**src/rtl/bcd_pkg.sv**
```systemverilog
// bcd_pkg: shared BCD digit type, constants and FSM state encoding for bcd_addsub_seq.
package bcd_pkg;
  typedef logic [3:0] bcd_digit_t;
  localparam bcd_digit_t BCD_MAX = 4'd9;
  localparam logic [4:0] BCD_ADJ = 5'd6;
  typedef enum logic [1:0] {IDLE, CALC, FIX, FIN} state_t;
  function automatic bcd_digit_t nines(input bcd_digit_t d);
    return BCD_MAX - d;
  endfunction
endpackage

```
**src/rtl/bcd_digit_add.sv**
```systemverilog
// bcd_digit_add: combinational single-digit BCD add with carry in/out.
module bcd_digit_add
  import bcd_pkg::*;
(
  input  bcd_digit_t a,
  input  bcd_digit_t b,
  input  logic       cin,
  output bcd_digit_t sum,
  output logic       cout
);
  logic [4:0] s;
  assign s    = {1'b0, a} + {1'b0, b} + {4'b0, cin};
  assign cout = s > 5'd9;
  assign sum  = cout ? 4'(s + BCD_ADJ) : s[3:0];
endmodule

```
**src/rtl/bcd_addsub_seq.sv**
```systemverilog
// bcd_addsub_seq: digit-serial N_DIG BCD adder/subtractor with start/busy/done handshake.
// Define BCD_SUB_EN to enable subtraction (op_sub, FIX state, negative flag).
module bcd_addsub_seq
  import bcd_pkg::*;
#(
  parameter int N_DIG = 3
) (
  input  logic                   clk,
  input  logic                   rst,
  input  logic                   start,
  input  logic                   op_sub,
  input  logic [4*N_DIG-1:0]     a_bcd,
  input  logic [4*N_DIG-1:0]     b_bcd,
  output logic                   busy,
  output logic                   done,
  output logic [4*(N_DIG+1)-1:0] result,
  output logic                   negative,
  output logic                   invalid
);
  localparam int IW = $clog2(N_DIG + 1);
  localparam logic [IW-1:0] LAST = IW'(N_DIG - 1);
  state_t             state;
  logic [IW-1:0]      idx;
  logic [4*N_DIG-1:0] a_r, b_r, b_nine;
  logic               carry, sub_r, sub_in, bad, cout;
  bcd_digit_t         da, db, sum;
`ifdef BCD_SUB_EN
  assign sub_in = op_sub;
`else
  logic unused_op;
  assign unused_op = op_sub;
  assign sub_in    = 1'b0;
`endif
  always_comb begin
    bad    = 1'b0;
    b_nine = '0;
    for (int i = 0; i < N_DIG; i++) begin
      bad |= (a_bcd[4*i+:4] > BCD_MAX) | (b_bcd[4*i+:4] > BCD_MAX);
      b_nine[4*i+:4] = nines(b_bcd[4*i+:4]);
    end
  end
  // FIX reuses the adder as (9 - digit) + carry to form the ten's complement
  always_comb begin
    da = state == FIX ? nines(result[4*idx+:4]) : a_r[4*idx+:4];
    db = state == FIX ? 4'd0 : b_r[4*idx+:4];
  end
  bcd_digit_add u_add (
    .a   (da),
    .b   (db),
    .cin (carry),
    .sum (sum),
    .cout(cout)
  );
  always_ff @(posedge clk) begin
    if (rst) begin
      state    <= IDLE;
      busy     <= 1'b0;
      done     <= 1'b0;
      result   <= '0;
      negative <= 1'b0;
      invalid  <= 1'b0;
      idx      <= '0;
      carry    <= 1'b0;
      sub_r    <= 1'b0;
      a_r      <= '0;
      b_r      <= '0;
    end else begin
      done <= 1'b0;
      case (state)
        IDLE: if (start) begin
          a_r      <= a_bcd;
          b_r      <= sub_in ? b_nine : b_bcd;
          sub_r    <= sub_in;
          carry    <= sub_in;
          result   <= '0;
          negative <= 1'b0;
          invalid  <= bad;
          idx      <= '0;
          busy     <= 1'b1;
          done     <= bad;
          state    <= bad ? FIN : CALC;
        end
        CALC: begin
          result[4*idx+:4] <= sum;
          carry            <= cout;
          idx              <= idx + 1'b1;
          if (idx == LAST) begin
            idx <= '0;
`ifdef BCD_SUB_EN
            if (sub_r && !cout) begin
              negative <= 1'b1;
              carry    <= 1'b1;
              state    <= FIX;
            end else
`endif
            begin
              result[4*N_DIG+:4] <= {3'b0, cout & ~sub_r};
              done               <= 1'b1;
              state              <= FIN;
            end
          end
        end
`ifdef BCD_SUB_EN
        FIX: begin
          result[4*idx+:4] <= sum;
          carry            <= cout;
          idx              <= idx + 1'b1;
          if (idx == LAST) begin
            idx   <= '0;
            done  <= 1'b1;
            state <= FIN;
          end
        end
`endif
        FIN: begin
          busy  <= 1'b0;
          state <= IDLE;
        end
        default: state <= IDLE;
      endcase
    end
  end
endmodule
```
**config.mk**
```make
export PLATFORM = sky130hd
export DESIGN_NAME = bcd_addsub_seq
export DESIGN_NICKNAME = d
export VERILOG_FILES = /design/src/rtl/bcd_pkg.sv /design/src/rtl/bcd_digit_add.sv /design/src/rtl/bcd_addsub_seq.sv
export SDC_FILE = /design/constraint.sdc
export NUM_CORES = 1
export LEC_CHECK = 0
export BUFFER_PORTS_ARGS = -buffer_cell sky130_fd_sc_hd__buf_4
export CAP_MARGIN = 20
export CELL_PAD_IN_SITES_DETAIL_PLACEMENT = 0
export CELL_PAD_IN_SITES_GLOBAL_PLACEMENT = 2
export CORE_MARGIN = 5
export CORE_UTILIZATION = 29
export CTS_CLUSTER_DIAMETER = 50
export DETAILED_ROUTE_END_ITERATION = 8
export GPL_ROUTABILITY_DRIVEN = 1
export PLACE_DENSITY = 0.77
export RECOVER_POWER = 25
export SYNTH_ARGS = -nofsm -noshare
export SYNTH_HDL_FRONTEND = slang
export SYNTH_SLANG_ARGS = --single-unit
```
**constraint.sdc**
```tcl
create_clock -name clk -period 3.95 [get_ports clk]
set_input_delay 0.1975 -clock clk [delete_from_list [all_inputs] [get_ports clk]]
set_output_delay 0.1975 -clock clk [all_outputs]
set_load 0.02 [all_outputs]
```
# Yosys cells after proc, flatten, opt, wreduce, memory -nomap -nowiden
# Index checks and enable logic that the tools add are counted.
# totals
out_inout_bits,20
ff_bits,48
# classes
n_bitwise,5
n_eq_ne,6
n_mux,21
n_shift,5
add_sub_neg,6
order_cmp,7
reduce_logical,7
# op_table
operator,count
$neg 4->34,1
$shift 4x34->16 const A,1
$shiftx 4x34->16,1
$pmux 16 s2,1
$gt 4x4->1 const B,6
$shiftx 12x5->4,2
$bwmux 16,1
$mux 16,1
$mux 4,4
$shiftx 16x5->4,1
$mux 2,5
$pmux 2 s2,2
$reduce_and 2->1,4
$eq 2x2->1 const B,3
$pmux 1 s2,3
$add 4x4->5,1
$add 5x1->5,1
$gt 5x4->1 const B,1
$or 1x1->1,5
$add 4x3->4 const B,1
$mux 1,4
$ne 2x2->1 const B,2
$reduce_bool 2->1,2
$sub 4x4->4 const A,1
3 further kinds,3

# Logic depth before layout (Yosys ltp)
# logic_depth
depth_word,11
depth_mapped,15
ltp_nobuf,14

# Modules after synthesis
# A second synthesis with hierarchy kept.
# unflattened
cells_unflattened,291
hier_area_um2,2528.7
# by_module_without_submodules
module,instances,cells_per_inst,area_each_um2,seq_area_each_um2
bcd_addsub_seq,1,269,2317.2,960.9
bcd_digit_add,1,22,211.5,0.0

# Least setup slack after synthesis
# No wires, ideal clock.
# synth_path
kind,flip-flop to flip-flop
startpoint,register idx[1]
endpoint,register result[10]
setup_time_ns,0.087
period_less_slack_ns,3.737
t_required_ns,3.863
stages_incl_launch_ff,15
path_slack_ns,0.213
arrival_ns,3.650
path_cell_list,dfxtp_1 -> clkbuf_1 -> buf_1 -> mux4_2 -> inv_1 -> ha_1 -> mux2_2 -> ha_1 -> xnor2_1 -> ha_1 -> and2_1 -> a21o_2 -> o31ai_4 -> mux2_4 -> o31ai_1
# synth_between
elab_chain_len,10
# synth_rtl
element,line_no,source
start: declaration,bcd_addsub_seq.sv:23,logic [IW-1:0] idx;
start signal: assignment,bcd_addsub_seq.sv:86,idx <= idx + 1'b1;
$shiftx 16x5->4,bcd_addsub_seq.sv:44,da = state == FIX ? nines(result[4*idx+:4]) : a_r[4*idx+:4];
$sub 4x4->4,bcd_pkg.sv:8,return BCD_MAX - d;
$mux 4,bcd_addsub_seq.sv:44,
$add 4x4->5,bcd_digit_add.sv:12,"assign s = {1'b0, a} + {1'b0, b} + {4'b0, cin};"
$add 5x1->5,bcd_digit_add.sv:12,
$add 4x3->4 or $gt 5x4->1 (tied branches),"bcd_digit_add.sv:14, bcd_digit_add.sv:13",
$mux 4,bcd_digit_add.sv:14,assign sum = cout ? 4'(s + BCD_ADJ) : s[3:0];
$shiftx 4x34->16,bcd_addsub_seq.sv:84,result[4*idx+:4] <= sum;
$bwmux 16 (*),bcd_addsub_seq.sv:84,
$pmux 16 s2 (*),bcd_addsub_seq.sv:69,case (state)
end signal: indexed assignment,bcd_addsub_seq.sv:84,
end signal: indexed assignment,bcd_addsub_seq.sv:97,"result[4*N_DIG+:4] <= {3'b0, cout & ~sub_r};"
end: declaration,bcd_addsub_seq.sv:16,"output logic [4*(N_DIG+1)-1:0] result,"
# Mark *: on every way between the ends. The rest lies on a longest branch, timed or not.
# A chain may end at the register's enable or synchronous reset.

# Worst setup path after layout
# layout_path
startpoint,register idx[0]
endpoint,register result[6]
# The elaborated chain is that of the path after synthesis.

==> key figures <==
Die
  – Row count: 34
  – Core area: 0.00859 mm²
  – Chip Height: 103 µm
  – Initial Util: 29.4%
  – Die ar.: 0.0107 mm²
  – DIE WIDTH: 103 µm
  – I/O pins: 48

Timing
  – Fin Setup TNS: 0 ps
  – Fin. Hold Viols: 0
  – Fmax: 0.267 GHz
  – Worst Skew: 6.72 ps
  – Fin. max-slew vios: 0
  – Minimum clock period: 3740 ps
  – Setup ws final: 209 ps
  – Final period util: 94.7%
  – Worst Tran Pin Value: 564 ps
  – Slew HR: 62.4%
  – RSZ-0062 raised after global routing: no
  – Endpoints failing setup: 0

Cells and area
  – Commonest non-fill, non-tap cell in the layout: nand2_1
  – Share of layout cells above drive strength 1: 17.0%
  – Most frequent cells in the layout: 68 x nand2_1, 47 x dfxtp_1, 42 x a21oi_1
  – Post-route design area: 0.00303 mm²
  – Diode count: 0
  – Final #Nets: 392
  – Final Instance Count excl. Fillers: 460
  – Area growth, synth to finish: 19.8%

Clocking
  – Clk sink count: 48
  – Clock transition at path regs: 90 ps
  – Post-CTS Setup Inserts: 0
  – CTS resizes: 0
  – CTS Buf Count: 5
  – CTS tree: done
  – Clk_lat worst skew: 300 ps
  – Worst-case clock buffer depth: 2
  – # H-tree levels: 2
  – CTS root buf: clkbuf_8
  – Cts hold-fix bufs: 0

Detailed routing
  – DR DRC count: 0
  – Post-route ant nets: 0
  – Vias per cell: 4.90
  – Wire per inst: 14.7 µm
  – Detailed Route WL: 6740 µm
  – DRT iter0 DRCs: 61
  – Vias: 2,254
  – Length of the first detailed-routing pass in iterations: 4

Synth
  – Post-Syn Instances: 310
  – Mapped cell area: 0.00252 mm²
  – EDFF count, synth: 0
  – Post-synthesis area per instance: 8.14 µm²
  – Cell accounting for the most synthesized area: dfxtp_1
  – Ys flop type: dfxtp_1
  – Synth top area share: 38.1%
  – Syn Nets: 351
  – Synth Warn #: 0
  – Post-synth ARST share: 0%
  – Synth top area cells: dfxtp_1 38%, nand2_1 10%, a21oi_1 8.3%, ha_1 5.5%, nor2_1 3.9%
  – Seq/Total Area, Yosys: 38.1%
  – Unique cell type count in the Yosys netlist: 49
  – Number of synthesized register bits: 48

Worst setup path
  – CP Max Fanout: 8
  – CP required: 4160 ps
  – Setup CP Type: reg -> reg
  – Worst Setup End Kind: flop
  – Worst endpoint data arrival time: 3950 ps
  – Crit start category: flop

Placed design
  – Final HPWL from detailed placement: 4910 µm
  – Pre-CTS WS: 124 ps
  – IO buf count: 45
  – Placed cells: 452
  – Final GP Congestion: 0.803
  – Area after DPL: 0.00297 mm²

Global route
  – GRT busiest layer: met2
  – GR Layer Usage met3: 2.62%
  – Pin count of the biggest net entering global routing: 50
  – All-Layer GR Usage: 13.5%
  – Global-route wire length before repair: 11,200 µm
  – Vias in the first global route: 2,247
  – Antenna violations before repair: 0
  – Met2 Use GR: 21.1%
  – Grt total ovfl: 0
  – Met1 GRT Util: 19.2%

Power and ir drop
  – Total Power: 0.00116 W
  – Worst vdd ir: 0.156 mV
  – Pwr Density: 385 mW/mm²
  – P_leak: 1.18 nW

Hold path
  – Worst hold path class: in -> reg

Run
  – Maxcap violations: 0

Run status
  – Status: completed
## layout make-up
| cell class | instances | area (µm²) |
|---|---|---|
| fillers | 983 | 5570 |
| multi-input cells | 231 | 1440 |
| flip-flops and latches | 48 | 965 |
| repair buffers | 52 | 334 |
| well taps | 108 | 135 |
| clock buffers | 6 | 72.6 |
| inverters | 13 | 48.8 |
| clock inverters | 2 | 35.0 |
## sequential cells by signal, summed over array words and instances, names as in the netlist
register / count
a_r: 12
b_r: 12
busy: 1
carry: 1
done: 1
idx: 2
invalid: 1
result: 16
state: 2
## synthesized netlist by cell type (3+ instances only)
cell type	number
dfxtp_1	48
clkbuf_1	9
a22oi_1	3
nor2b_1	5
a21oi_1	42
o31ai_1	4
ha_1	11
inv_1	13
nor2_1	26
o211ai_1	4
mux2i_1	7
a21o_1	3
o21ai_0	11
buf_2	7
nand2_1	68
mux4_2	4
nand2b_1	3
## worst max-delay path, stage by stage, from the launching register on
cell,delay (ps)
dfxtp_1,400
buf_4,220
mux4_2,330
inv_1,90
ha_1,220
mux2_2,270
ha_1,350
xnor2_1,180
ha_1,250
and2_1,150
a21o_2,220
o31ai_4,340
mux2_4,360
o31ai_1,260
## worst paths after layout
path	from	depth (start not counted)	slack, ps	to
worst max-delay path	idx[0]	13	210	result[6]
worst min register to register	b_r[5]	2	460	b_r[5]
worst min-delay path	a_bcd[4]	3	140	a_r[4]
worst max register to register	idx[0]	13	210	result[6]
## report_power, final
group / leakage, nW / switching (W) / internal [W]
combinational: 0.733 / 0.000166 / 0.000116
sequential: 0.393 / 0.0000182 / 0.000509
clock: 0.0552 / 0.000166 / 0.000188
total: 1.18 / 0.000350 / 0.000813
## per-layer routing
| metal | vias up | share of wire, % |
|---|---|---|
| met1 | 1059 | 50 |
| met3 | 5 | 5.0 |
| met2 | 50 | 44 |
| met4 | 0 | 0.79 |
| li1 | 1140 | - |
| met5 | - | 0 |
## stage by stage
step / utilization, % / hold WS (ps)
floorplan: - / 333
global placement: 34.6 / 442
finish: 35.2 / 137
global route: 35.2 / 126
detailed placement: 34.6 / 447
CTS: 35.8 / 123
## cell families after synthesis
family,count (synthesis),synth area share [%]
and+or+nand+nor,115,19.4
buffers and inverters,31,5.10
other,1,0.149
muxes,14,7.83
DFF,48,38.1
adders and majority gates,13,7.04
AOI/OAI and AO/OA,86,21.7
xor gates and xnor gates,2,0.694
Power figures use the tool's default switching activity.
